$ cat config.mk
export PLATFORM = sky130hd
export DESIGN_NAME = card_dealer
export DESIGN_NICKNAME = d
export VERILOG_FILES = /design/src/rtl/card_dealer.sv
export SDC_FILE = /design/constraint.sdc
export NUM_CORES = 1
export LEC_CHECK = 0
export ABC_AREA = 1
export CAP_MARGIN = 5
export CORE_ASPECT_RATIO = 1.4
export CORE_MARGIN = 1.5
export CORE_UTILIZATION = 50
export DETAILED_ROUTE_END_ITERATION = 8
export GPL_TIMING_DRIVEN = 0
export PLACE_DENSITY = 0.77
export SETUP_SLACK_MARGIN = 0.4
export SYNTH_ARGS = -nofsm -noshare
export SYNTH_HDL_FRONTEND = slang
export SYNTH_SLANG_ARGS = --single-unit
$ cat constraint.sdc
create_clock -name clk -period 1.67 [get_ports clk]
set_input_delay 0.334 -clock clk [delete_from_list [all_inputs] [get_ports clk]]
set_output_delay 0.334 -clock clk [all_outputs]
set_load 0.05 [all_outputs]
$ cat src/rtl/card_dealer.sv
// Deals a four-card hand for the 24 game from an external LFSR stream.
// Each draw steps the LFSR once, then range-checks the advanced sample.
module card_dealer #(
  parameter int                DATA_W     = 4,
  parameter logic [DATA_W-1:0] MIN_VAL    = 4'd1,
  parameter logic [DATA_W-1:0] MAX_VAL    = 4'd9,
  parameter int                DRAW_LIMIT = 16
) (
  input  logic              clk,
  input  logic              rst,
  input  logic              deal,
  input  logic [DATA_W-1:0] rand_in,
  output logic              rand_step,
  output logic [DATA_W-1:0] card0,
  output logic [DATA_W-1:0] card1,
  output logic [DATA_W-1:0] card2,
  output logic [DATA_W-1:0] card3,
  output logic              valid,
  output logic              busy
);

  localparam logic [1:0] IDLE    = 2'd0;
  localparam logic [1:0] STEP_HI = 2'd1;
  localparam logic [1:0] STEP_LO = 2'd2;

  localparam logic [5:0] LIMIT = DRAW_LIMIT[5:0];

  logic [1:0]        state;
  logic              deal_q;
  logic [1:0]        slot;
  logic [5:0]        draws;
  logic [DATA_W-1:0] card_r [4];

  function automatic logic in_range(input logic [DATA_W-1:0] v);
    return (v >= MIN_VAL) && (v <= MAX_VAL);
  endfunction

  function automatic logic [5:0] sat_inc(input logic [5:0] v);
    return (v == 6'h3f) ? v : v + 6'd1;
  endfunction

  logic req;
  logic take;
  logic [DATA_W-1:0] card_val;

  assign req      = deal && !deal_q;
  // Past the draw limit a rejected sample is replaced rather than retried.
  assign take     = in_range(rand_in) || (draws >= LIMIT);
  assign card_val = in_range(rand_in) ? rand_in : MIN_VAL;

  always_ff @(posedge clk) begin
    if (rst) begin
      state     <= IDLE;
      deal_q    <= 1'b0;
      slot      <= 2'd0;
      draws     <= 6'd0;
      rand_step <= 1'b0;
      valid     <= 1'b0;
      busy      <= 1'b0;
      for (int i = 0; i < 4; i++) card_r[i] <= '0;
    end else begin
      deal_q <= deal;
      case (state)
        IDLE: begin
          if (req) begin
            busy      <= 1'b1;
            valid     <= 1'b0;
            rand_step <= 1'b1;
            slot      <= 2'd0;
            draws     <= 6'd0;
            state     <= STEP_HI;
          end
        end
        STEP_HI: begin
          rand_step <= 1'b0;
          state     <= STEP_LO;
        end
        STEP_LO: begin
          draws <= sat_inc(draws);
          if (take) begin
            card_r[slot] <= card_val;
            slot         <= slot + 2'd1;
          end
          if (take && (slot == 2'd3)) begin
            busy  <= 1'b0;
            valid <= 1'b1;
            state <= IDLE;
          end else begin
            rand_step <= 1'b1;
            state     <= STEP_HI;
          end
        end
        default: begin
          rand_step <= 1'b0;
          busy      <= 1'b0;
          state     <= IDLE;
        end
      endcase
    end
  end

  assign card0 = card_r[0];
  assign card1 = card_r[1];
  assign card2 = card_r[2];
  assign card3 = card_r[3];

endmodule

# Word level (Yosys, flattened, before mapping)
# Memory sizes are Yosys's and may differ from the RTL's.
# Cells that the tools add are included.
[op_classes]
add_sub_neg = 2
muxes = 27
n_lt_le_gt_ge = 3
bitwise_logic = 1
n_reduce_logical = 13
n_eq_ne = 9
[ops]
columns = ["operator", "count"]
rows = [
  ["1-bit 2-to-1 mux", 13],
  ["6-bit 2-to-1 mux", 2],
  ["6-bit one-hot mux with 2 select lines", 1],
  ["3-bit AND reduction", 4],
  ["2-bit inequality test (second input constant)", 5],
  ["2-bit 2-to-1 mux", 4],
  ["4-bit 2-to-1 mux", 2],
  ["6-bit by 1-bit adder with 6-bit output (second input constant)", 1],
  ["6-bit == test (second input constant)", 1],
  ["6-bit by 5-bit >= comparator with 1-bit output (second input constant)", 1],
  ["2-bit one-hot mux with 3 select lines", 1],
  ["2-bit == test (second input constant)", 2],
  ["4-bit by 1-bit >= comparator with 1-bit output (second input constant)", 1],
  ["4-bit less-or-equal comparator (second input constant)", 1],
  ["1-bit one-hot mux with 2 select lines", 2],
  ["2-bit one-hot mux with 2 select lines", 1],
  ["4-bit OR reduction", 1],
  ["1-bit logical AND", 3],
  ["1-bit one-hot mux with 3 select lines", 1],
  ["2-bit by 1-bit adder with 2-bit output (second input constant)", 1],
  ["2-bit by 1-bit == test with 1-bit output (second input constant)", 1],
  ["2-bit logical NOT", 1],
  ["2-bit AND reduction", 1],
  ["2-bit nonzero test", 1],
  ["3 further kinds", 3],
]
[word_totals]
word_cells = 63
out_inout_bits = 19
ramBits = 16
mem_count = 1
ff_bits = 14
[memory_table]
columns = ["memory", "depth", "word_bits", "rd", "rd_ports_with_merged_regs", "write_ports", "line", "rtl"]
rows = [
  ["card_r", 4, 4, 4, 0, 4, "32", "logic [DATA_W-1:0] card_r [4];"],
]

# Logic depth before layout (Yosys ltp)
# Gate-level depths: netlist (run 1).
[depth]
depth_word = 9
ltp_mapped = 9
depth_no_buf = 9

# Least setup slack after synthesis (run 1)
# No wires, ideal clock.
[synth_path]
path_type = "input port to flip-flop"
start = "in rst"
end = "mem card_r[0][0] (enable)"
arrival_time_ns = 1.158
stages = 5
required_time_ns = 1.335
path_buffers = 2
path_slack_ns = 0.177
path_cell_list = "buf_2 > inv_1 > buf_6 > nand4_4 > o21ai_1"
[synth_lines]
columns = ["element", "line", "rtl"]
rows = [
  ["start: declaration", "10", "input logic rst,"],
  ["end: declaration", "32", ""],
]

==> results of run 1 <==
==> cell type report <==
class / count / area (um2) / area share, %
Sequential cell: 30 / 778 / 38.2
Multi-Input combinational cell: 105 / 693 / 34.0
Timing Repair Buffer: 40 / 319 / 15.7
Inverter: 16 / 81.3 / 3.99
Tap cell: 36 / 45.0 / 2.21
Buffer: 3 / 42.5 / 2.09
Clock inverter: 3 / 40.0 / 1.97
Clock buffer: 5 / 37.5 / 1.84
==> kinds of logic after synthesis <==
kind of cell,synth area share [%]
adders and majority gates,1.81
AOI/OAI and AO/OA,7.53
DFF,55.2
and+or+nand+nor,29.6
buffers and inverters,5.90
==> power by group <==
group	switching, uW	internal [uW]
Sequential	26.9	808
Clock	263	310
Combinational	239	132
==> stage by stage <==
stage / hold WS, ns / util [%]
final: 0.180 / 77.9
after floorplan: 0.441 / -
after global placement: 0.454 / 65.9
after CTS: 0.186 / 70.1
after detailed placement: 0.461 / 65.9
after global routing: 0.177 / 77.9
==> sequential cells by signal, summed over array words and instances, names as in the netlist <==
| register | cells |
|---|---|
| card_r | 16 |
| draws | 6 |
| slot | 2 |
| state | 2 |
| busy | 1 |
| deal_q | 1 |
| rand_step | 1 |
| valid | 1 |
==> metal layers <==
metal	GRT usage [%]	routed length [um]	vias up
li1	-	-	606
met1	18.6	1160	586
met2	39.2	1800	34
met3	4.67	123	12
met4	11.8	72	0
met5	0	0	-
==> cell usage in the layout, fill, tap and decap left out, types with 2 or more instances in the layout <==
| cell type | Yosys | final |
|---|---|---|
| o21ai_4 | 0 | 4 |
| a21oi_1 | 7 | 6 |
| o21ai_1 | 3 | 2 |
| inv_4 | 0 | 2 |
| buf_4 | 0 | 28 |
| edfxtp_1 | 16 | 16 |
| clkinv_2 | 0 | 2 |
| nand2_1 | 29 | 24 |
| o21ai_0 | 4 | 2 |
| clkdlybuf4s15_1 | 0 | 2 |
| nor3_1 | 11 | 7 |
| nor2_4 | 0 | 4 |
| dfxtp_4 | 0 | 4 |
| buf_2 | 2 | 3 |
| dfxtp_2 | 0 | 2 |
| inv_2 | 3 | 2 |
| clkbuf_4 | 0 | 6 |
| nand3_4 | 2 | 2 |
| nand3_1 | 8 | 7 |
| nand2_2 | 3 | 4 |
| dfxtp_1 | 14 | 8 |
| nor2_2 | 3 | 2 |
| buf_6 | 1 | 5 |
| nand2_4 | 0 | 4 |
| nor3_2 | 0 | 3 |
| nor2_1 | 26 | 23 |
| inv_1 | 13 | 9 |
==> worst min path at each step <==
stage | startpoint | to | cells after the start
final | rst | draws[1] | 2
after global placement | valid | valid | 2
after detailed placement | valid | valid | 2
after CTS | rst | draws[1] | 2
after floorplan | deal | deal_q | 2
after global routing | rst | draws[4] | 2
==> what timing repair did <==
item / CTS / global route
pin swaps: 10 / 13
endpoints found under the setup margin: 62 / 52
buffers inserted: 8 / 8
resized for setup: 124 / 64
==> impl_metrics.csv, run 1 <==
group,metric,value,unit
run_status,outcome,"complete, no violations",
worst_setup_path,cp_top_family,"flip-flops",
clocking,clock-sinks,30,
timing,finClkSkew,0.00386,ns
worst_setup_path,cp-endpoint,"card_r[0][2]",
power_and_ir_drop,pwr_density_cell,874,mW/mm2
clocking,cts.clk_slew.worst_paths,0.10,ns
worst_setup_path,critPathMaxStageDelay,0.38,ns
hold_path,hp-class,"input port to flop",
worst_setup_path,cp.depth,5,
clocking,cts_max_level,2,
timing,min_period,1.26,ns
worst_setup_path,path_buf_inv,2,
placement,dpl.cell_count,214,
global_route,grt_max_degree,11,
global_route,grt_pass1_vias,1139,
global_route,overflow,0,
worst_setup_path,crit_slowest_cell,"dfxtp_4",
timing,rsz0062_at_grt,"yes",
floorplan,dieWidth,47.4,um
yosys,synth_edf_count,16,
worst_setup_path,crit_chain,"inv_4 > nand2_4 > inv_6 > nand4_4 > o21ai_4",
worst_setup_path,crit_type,"flop to flop",
worst_setup_path,cp.arrival,1.31,ns
yosys,synth-seq-cells,30,
yosys,syn_avg_cell_area,8.95,um2
drt,first_pass_iters,4,
timing,finalHoldViolCount,0,
cells_and_area,finalInstanceArea,0.00204,mm2
clocking,clockBufferDepth,2,
cells_and_area,layout.cells.non_filler,238,
job,drv_cap,0,
global_route,grt_pass1_wl,4.56,mm
power_and_ir_drop,p_leak,0.000833,uW
worst_setup_path,endpoint_kind,"flop",
worst_setup_path,crit_start,"state[0]",
clocking,cts_tree,"yes",
placement,hpwl,1.97,mm
floorplan,start_util,52.7,%
yosys,ys_seq_area_share,55.2,%
floorplan,dieHeight,65.1,um
worst_setup_path,path_max_fanout,5,
placement,gp_congestion,0.782,
worst_setup_path,reg2reg_to,"card_r[0][2]",
worst_setup_path,setup.worst_path.start_class,"flop",
yosys,netlist_instances,154,
worst_setup_path,required,1.72,ns
drt,drc,0,
timing,slew_violations,0,
clocking,hold_buffers,0,
floorplan,fp-row-count,22,
yosys,yosysTopAreaCell,"edfxtp_1",
yosys,synthTopCellsByCount,"nand2_1 (29), nor2_1 (26), edfxtp_1 (16), dfxtp_1 (14), inv_1 (13)",
timing,slew_headroom,72.6,%
floorplan,coreArea,0.00262,mm2
global_route,grt_usage,20.9,%
drt,num_vias,1238,
placement,portBuffers,24,
drt,detail_route.wl_per_cell,13.3,um
timing,period_share,75.7,%
worst_setup_path,reg2reg_setup_slack,0.41,ns
cells_and_area,drive_above_1_share,45.5,%
yosys,syn_nets,163,
cells_and_area,num_antenna_cells,0,
cells_and_area,nNetsFinal,210,
yosys,ys_async_sr_fraction,0,%
cells_and_area,nFillCells,163,
yosys,ys_types,23,
yosys,netlist_area,0.00138,mm2
drt,vias_per_cell,5.20,
worst_setup_path,worstReg2RegStart,"state[0]",
timing,setup_tns,0,ns
yosys,yosys_most_used_dff,"edfxtp_1",
drt,first_iter_violations,48,
placement,place_area,0.00172,mm2
clocking,clock_latency,0.34,ns
yosys,yosys.cell_count.top_type,"nand2_1",
power_and_ir_drop,p_total,1780,uW
cells_and_area,area_growth,47.7,%
timing,max_freq,791,MHz
drt,ant_nets,0,
clocking,cts_buffers,5,
global_route,antenna_found_initial,0,
timing,finalSetupViolCount,0,
timing,worstMarginPinSlew,0.411,ns
floorplan,num_io_pins,26,
worst_setup_path,r2r_cells,5,
yosys,synth.top_cell.area_share,34.8,%
floorplan,design.die.area,0.00309,mm2
yosys,yosys_warnings,0,
placement,preCtsSetupSlack,-0.290,ns
clocking,root_buffer,"clkbuf_4",
yosys,synth_area_leaders,"edfxtp_1 (35%), dfxtp_1 (20%), nand2_1 (7.9%)",
power_and_ir_drop,vdd_ir_drop_max,909,uV
drt,routed_wl,3.16,mm
timing,fin_ws,0.407,ns
Power figures use the tool's default switching activity.
==> run 2: changes to the inputs <==
- CORE_UTILIZATION: 50 -> 46
- PLACE_DENSITY: 0.77 -> 0.75
- clock period: 1.67 -> 1.1 ns (I/O delays scaled with it)
==> impl_metrics.csv, run 2 (same netlist as run 1, synthesis figures left out) <==
group,metric,value,unit
cells_and_area,regMostFlops,"card_r",
clocking,root_buffer,"clkbuf_8",
worst_setup_path,required,1.09,ns
timing,rsz0062_at_grt,"yes",
clocking,cts_tree,"yes",
run_status,violations,"setup timing",
drt,vias_per_cell,5.22,
cells_and_area,nFillCells,149,
floorplan,num_io_pins,26,
floorplan,start_util,48.4,%
global_route,grt_usage,23.2,%
drt,met3_length,165,um
drt,dr_wl_met2,2.43,mm
timing,finalHoldViolCount,0,
cells_and_area,drive_above_1_share,61.2,%
drt,first_pass_iters,4,
floorplan,design.die.area,0.00334,mm2
power_and_ir_drop,p_leak,0.000951,uW
worst_setup_path,r2r_cells,4,
job,drv_cap,0,
placement,hpwl,2.00,mm
worst_setup_path,worstReg2RegStart,"draws[4]",
power_and_ir_drop,pwr_density_cell,1270,mW/mm2
worst_setup_path,crit_slowest_cell,"dfxtp_4",
timing,fin_ws,-0.164,ns
cells_and_area,layout.cells.non_filler,251,
timing,slew_headroom,81.8,%
worst_setup_path,cp.arrival,1.25,ns
placement,place_area,0.00176,mm2
floorplan,fp-row-count,23,
drt,top_layer_used,"met4",
timing,slew_violations,0,
drt,ant_nets,0,
cells_and_area,multi_input_area,785,um2
hold_path,hold-path-endpoint,"draws[4]",
worst_setup_path,setup.worst_path.start_class,"flop",
cells_and_area,post-route-util,82.4,%
cells_and_area,final_common_cell,"buf_6",
floorplan,dieWidth,49.3,um
cells_and_area,nNetsFinal,222,
clocking,cts.clk_slew.worst_paths,0.07,ns
clocking,clockBufferDepth,2,
placement,dpl.cell_count,215,
worst_setup_path,crit_chain,"nor2_4 > nand3_4 > nand4_4 > o21ai_4",
hold_path,hp-class,"input port to flop",
cells_and_area,final_cell_mix,"buf_6 (25), nand2_1 (22), buf_4 (22), edfxtp_1 (16), nor2_1 (15)",
clocking,clock-sinks,30,
floorplan,dieHeight,67.8,um
placement,gp_congestion,0.844,
worst_setup_path,reg2reg_to,"card_r[0][3]",
global_route,antenna_found_initial,0,
timing,period_share,115,%
global_route,grt_pass1_vias,1282,
worst_setup_path,path_max_fanout,6,
hold_path,hp-start,"rst",
timing,worstMarginPinSlew,0.272,ns
cells_and_area,seq_area,790,um2
clocking,cts_buffers,5,
drt,routed_wl,4.08,mm
drt,num_vias,1309,
power_and_ir_drop,vdd_ir_drop_max,938,uV
cells_and_area,num_antenna_cells,0,
cells_and_area,largest_registers,"card_r x16, draws x6",
drt,drc,0,
placement,preCtsSetupSlack,-0.762,ns
drt,first_iter_violations,47,
cells_and_area,finalInstanceArea,0.00235,mm2
worst_setup_path,reg2reg_setup_slack,-0.16,ns
worst_setup_path,critPathMaxStageDelay,0.37,ns
clocking,cts_max_level,2,
placement,portBuffers,24,
drt,m1WireLength,1.36,mm
timing,finClkSkew,0.0106,ns
timing,finalSetupViolCount,42,
cells_and_area,largest_reg_flops,16,
timing,max_freq,791,MHz
worst_setup_path,crit_type,"flop to flop",
drt,detail_route.wl_per_cell,16.3,um
cells_and_area,area_growth,70.2,%
hold_path,min_path_cells,2,
global_route,overflow,0,
global_route,grt_pass1_wl,5.64,mm
worst_setup_path,endpoint_kind,"flop",
global_route,grt_max_degree,12,
clocking,clock_latency,0.30,ns
floorplan,coreArea,0.00285,mm2
run_status,outcome,"finished with violations",
timing,min_period,1.26,ns
-- run 2: what timing repair did --
action | CTS | global route
cloned | 0 | 0
gates resized for setup | 180 | 34
pin swaps | 16 | 24
hold buffers | 0 | 0
endpoints found under the setup margin | 63 | 64
setup buffers | 18 | 10
-- run 2: worst max-delay path by stage --
| stage | from | endpoint | slack [ns] | cells after the start |
|---|---|---|---|---|
| floorplan | state[0] | card_r[0][0] | -0.16 | 5 |
| global placement | rand_in[2] | card_r[0][1] | -0.73 | 6 |
| detailed placement | rand_in[2] | card_r[1][2] | -0.76 | 8 |
| CTS | state[0] | card_r[0][2] | -0.13 | 5 |
| global route | draws[4] | draws[5] | -0.23 | 9 |
| finish | draws[4] | card_r[0][3] | -0.16 | 4 |
-- run 2: power breakdown --
part	total, uW	switching, uW	internal [uW]
registers	1270	45.6	1230
logic	676	412	264
clock network	1040	455	583
-- run 2: layer usage --
| metal | GRT usage (%) | vias up |
|---|---|---|
| met5 | 0 | - |
| met4 | 14.6 | 0 |
| met3 | 5.75 | 14 |
| met2 | 45.8 | 40 |
| met1 | 20.9 | 623 |
| li1 | - | 632 |
-- run 2: worst max-delay path: cells and delay by family (launching register included) --
family | cells | cell delay, ns
AOI/OAI and AO/OA | 1 | 0.22
DFF | 1 | 0.37
and+or+nand+nor | 3 | 0.36
-- run 2: final cells by class --
cell class                      instances  area share [%]
Sequential cell                        30            33.6
Multi-Input combinational cell        105            33.4
Timing Repair Buffer                   52            21.7
Clock buffer                            6            4.00
Inverter                               16            3.36
Tap cell                               37            1.97
Buffer                                  3            1.28
Clock inverter                          2           0.586
-- run 2: through the flow --
step / TNS, ns / hold WS [ns] / power (uW)
floorplan: -2.18 / 0.327 / 1620
global placement: -27.85 / 0.461 / 1740
detailed placement: -29.24 / 0.451 / 1760
CTS: -3.26 / 0.170 / 2890
global route: -6.87 / 0.177 / 3090
finish: -4.60 / 0.179 / 2990
==> run 3: changes to the inputs <==
- CTS_CLUSTER_DIAMETER: not set -> 80
- REMOVE_ABC_BUFFERS: not set -> 1
==> impl_metrics.csv, run 3 (same netlist as run 1, synthesis figures left out) <==
group,metric,value,unit
clocking,root_buffer,"clkbuf_8",
worst_setup_path,endpoint_kind,"flop",
cells_and_area,nNetsFinal,225,
worst_setup_path,crit_type,"flop to flop",
drt,num_vias,1362,
timing,finalHoldViolCount,0,
run_status,violations,"setup timing",
clocking,cts_buffers,5,
job,drv_cap,0,
timing,finClkSkew,0.00404,ns
cells_and_area,post-route-util,80.9,%
cells_and_area,final_common_cell,"buf_4",
clocking,cts.clk_slew.worst_paths,0.06,ns
global_route,grt_max_degree,10,
worst_setup_path,setup.worst_path.start_class,"flop",
hold_path,hp-class,"input port to flop",
power_and_ir_drop,pwr_density_cell,1200,mW/mm2
clocking,cts_tree,"yes",
clocking,hold_buffers,0,
power_and_ir_drop,p_total,2770,uW
drt,detail_route.wl_per_cell,16.7,um
power_and_ir_drop,p_sw_share,30.9,%
drt,first_iter_violations,55,
cells_and_area,seq_area,787,um2
global_route,grt_pass1_vias,1249,
cells_and_area,area_growth,67.1,%
drt,first_pass_iters,4,
timing,slew_violations,0,
floorplan,num_io_pins,26,
timing,rsz0062_at_grt,"yes",
power_and_ir_drop,internal_power,1920,uW
cells_and_area,largest_reg_flops,16,
floorplan,dieWidth,49.3,um
floorplan,coreArea,0.00285,mm2
clocking,cts_max_level,2,
power_and_ir_drop,combPwrFrac,23.7,%
placement,gp_congestion,0.796,
timing,finalSetupViolCount,44,
timing,fin_ws,-0.221,ns
timing,slew_headroom,75.3,%
clocking,clockBufferDepth,2,
floorplan,start_util,48.4,%
worst_setup_path,cp.arrival,1.53,ns
clocking,clock_latency,0.28,ns
placement,hpwl,2.01,mm
cells_and_area,final_cell_mix,"buf_4 (30), nand2_1 (20), buf_6 (19), nor2_1 (17), edfxtp_1 (16)",
drt,vias_per_cell,5.36,
power_and_ir_drop,p_clk_share,29.7,%
global_route,grt_pass1_wl,5.75,mm
cells_and_area,nFillCells,138,
cells_and_area,multi_input_area,774,um2
power_and_ir_drop,pwr-share-seq,46.6,%
timing,max_freq,757,MHz
cells_and_area,drive_above_1_share,58.1,%
worst_setup_path,required,1.31,ns
cells_and_area,regMostFlops,"card_r",
cells_and_area,num_antenna_cells,0,
power_and_ir_drop,p_leak,0.000956,uW
run_status,outcome,"finished with violations",
drt,drc,0,
global_route,overflow,0,
power_and_ir_drop,power.switching,859,uW
cells_and_area,finalInstanceArea,0.00230,mm2
timing,hold_ws,0.356,ns
drt,routed_wl,4.25,mm
worst_setup_path,r2r_cells,9,
worst_setup_path,path_max_fanout,8,
global_route,antenna_found_initial,0,
floorplan,dieHeight,67.8,um
floorplan,design.die.area,0.00334,mm2
clocking,clock-sinks,30,
timing,period_share,120,%
drt,ant_nets,0,
placement,portBuffers,25,
placement,place_area,0.00165,mm2
floorplan,fp-row-count,23,
cells_and_area,largest_registers,"card_r x16, draws x6",
timing,worstMarginPinSlew,0.370,ns
global_route,grt_usage,23.6,%
power_and_ir_drop,vdd_ir_drop_max,987,uV
hold_path,min_path_cells,3,
timing,min_period,1.32,ns
## run 3: area by class of cell
cell class	count	share of cell area [%]
clock inverter	2	0.380
clock buffer	6	3.15
sequential	30	34.2
timing repair buffer	58	23.5
multi-input combinational	105	33.6
inverter	16	3.20
tap	37	2.01
## run 3: repair_timing
item,in CTS,in global routing
pin swaps,20,11
buffers inserted,24,9
gates resized for setup,207,25
endpoints found under the hold margin,0,0
setup endpoints to repair,65,64
## run 3: final timing paths
path	start	endpoint	slack, ns
worst max-delay path	draws[4]	draws[5]	-0.22
worst max register to register	draws[4]	draws[5]	-0.22
worst min-delay path	deal	deal_q	0.36
worst min register to register	state[1]	state[1]	0.46
## run 3: power groups by stage
stage               logic [uW]  registers, uW  clock network [uW]
floorplan                  168           1410                   0
global placement           405           1290                   0
detailed placement         414           1300                   0
CTS                        560           1280                 828
global route               689           1300                 871
finish                     657           1290                 825
## run 3: layer usage
metal,global-route usage [%],part of all wire (%),vias to the layer above
li1,-,-,637
met1,21.7,34,642
met2,48.0,57,62
met3,5.31,4.3,21
met4,11.8,4.7,0
met5,0,0,-
## run 3: critical path, cell delays in order (launching register included)
cell and delay [ns]:
dfxtp_4 0.36, buf_4 0.15, nand2_1 0.08, nor2_1 0.18, nand2_2 0.10, nand2_4 0.12, inv_4 0.06, nor2_2 0.08
nor2_1 0.05, nor2_1 0.07
## run 3: stage by stage
stage	TNS, ns	std cells	setup WS, ns
finish	-6.05	254	-0.221
global route	-8.48	254	-0.369
CTS	-3.38	245	-0.125
detailed placement	-35.61	213	-1.02
global placement	-33.55	213	-0.973
floorplan	-5.53	151	-0.371
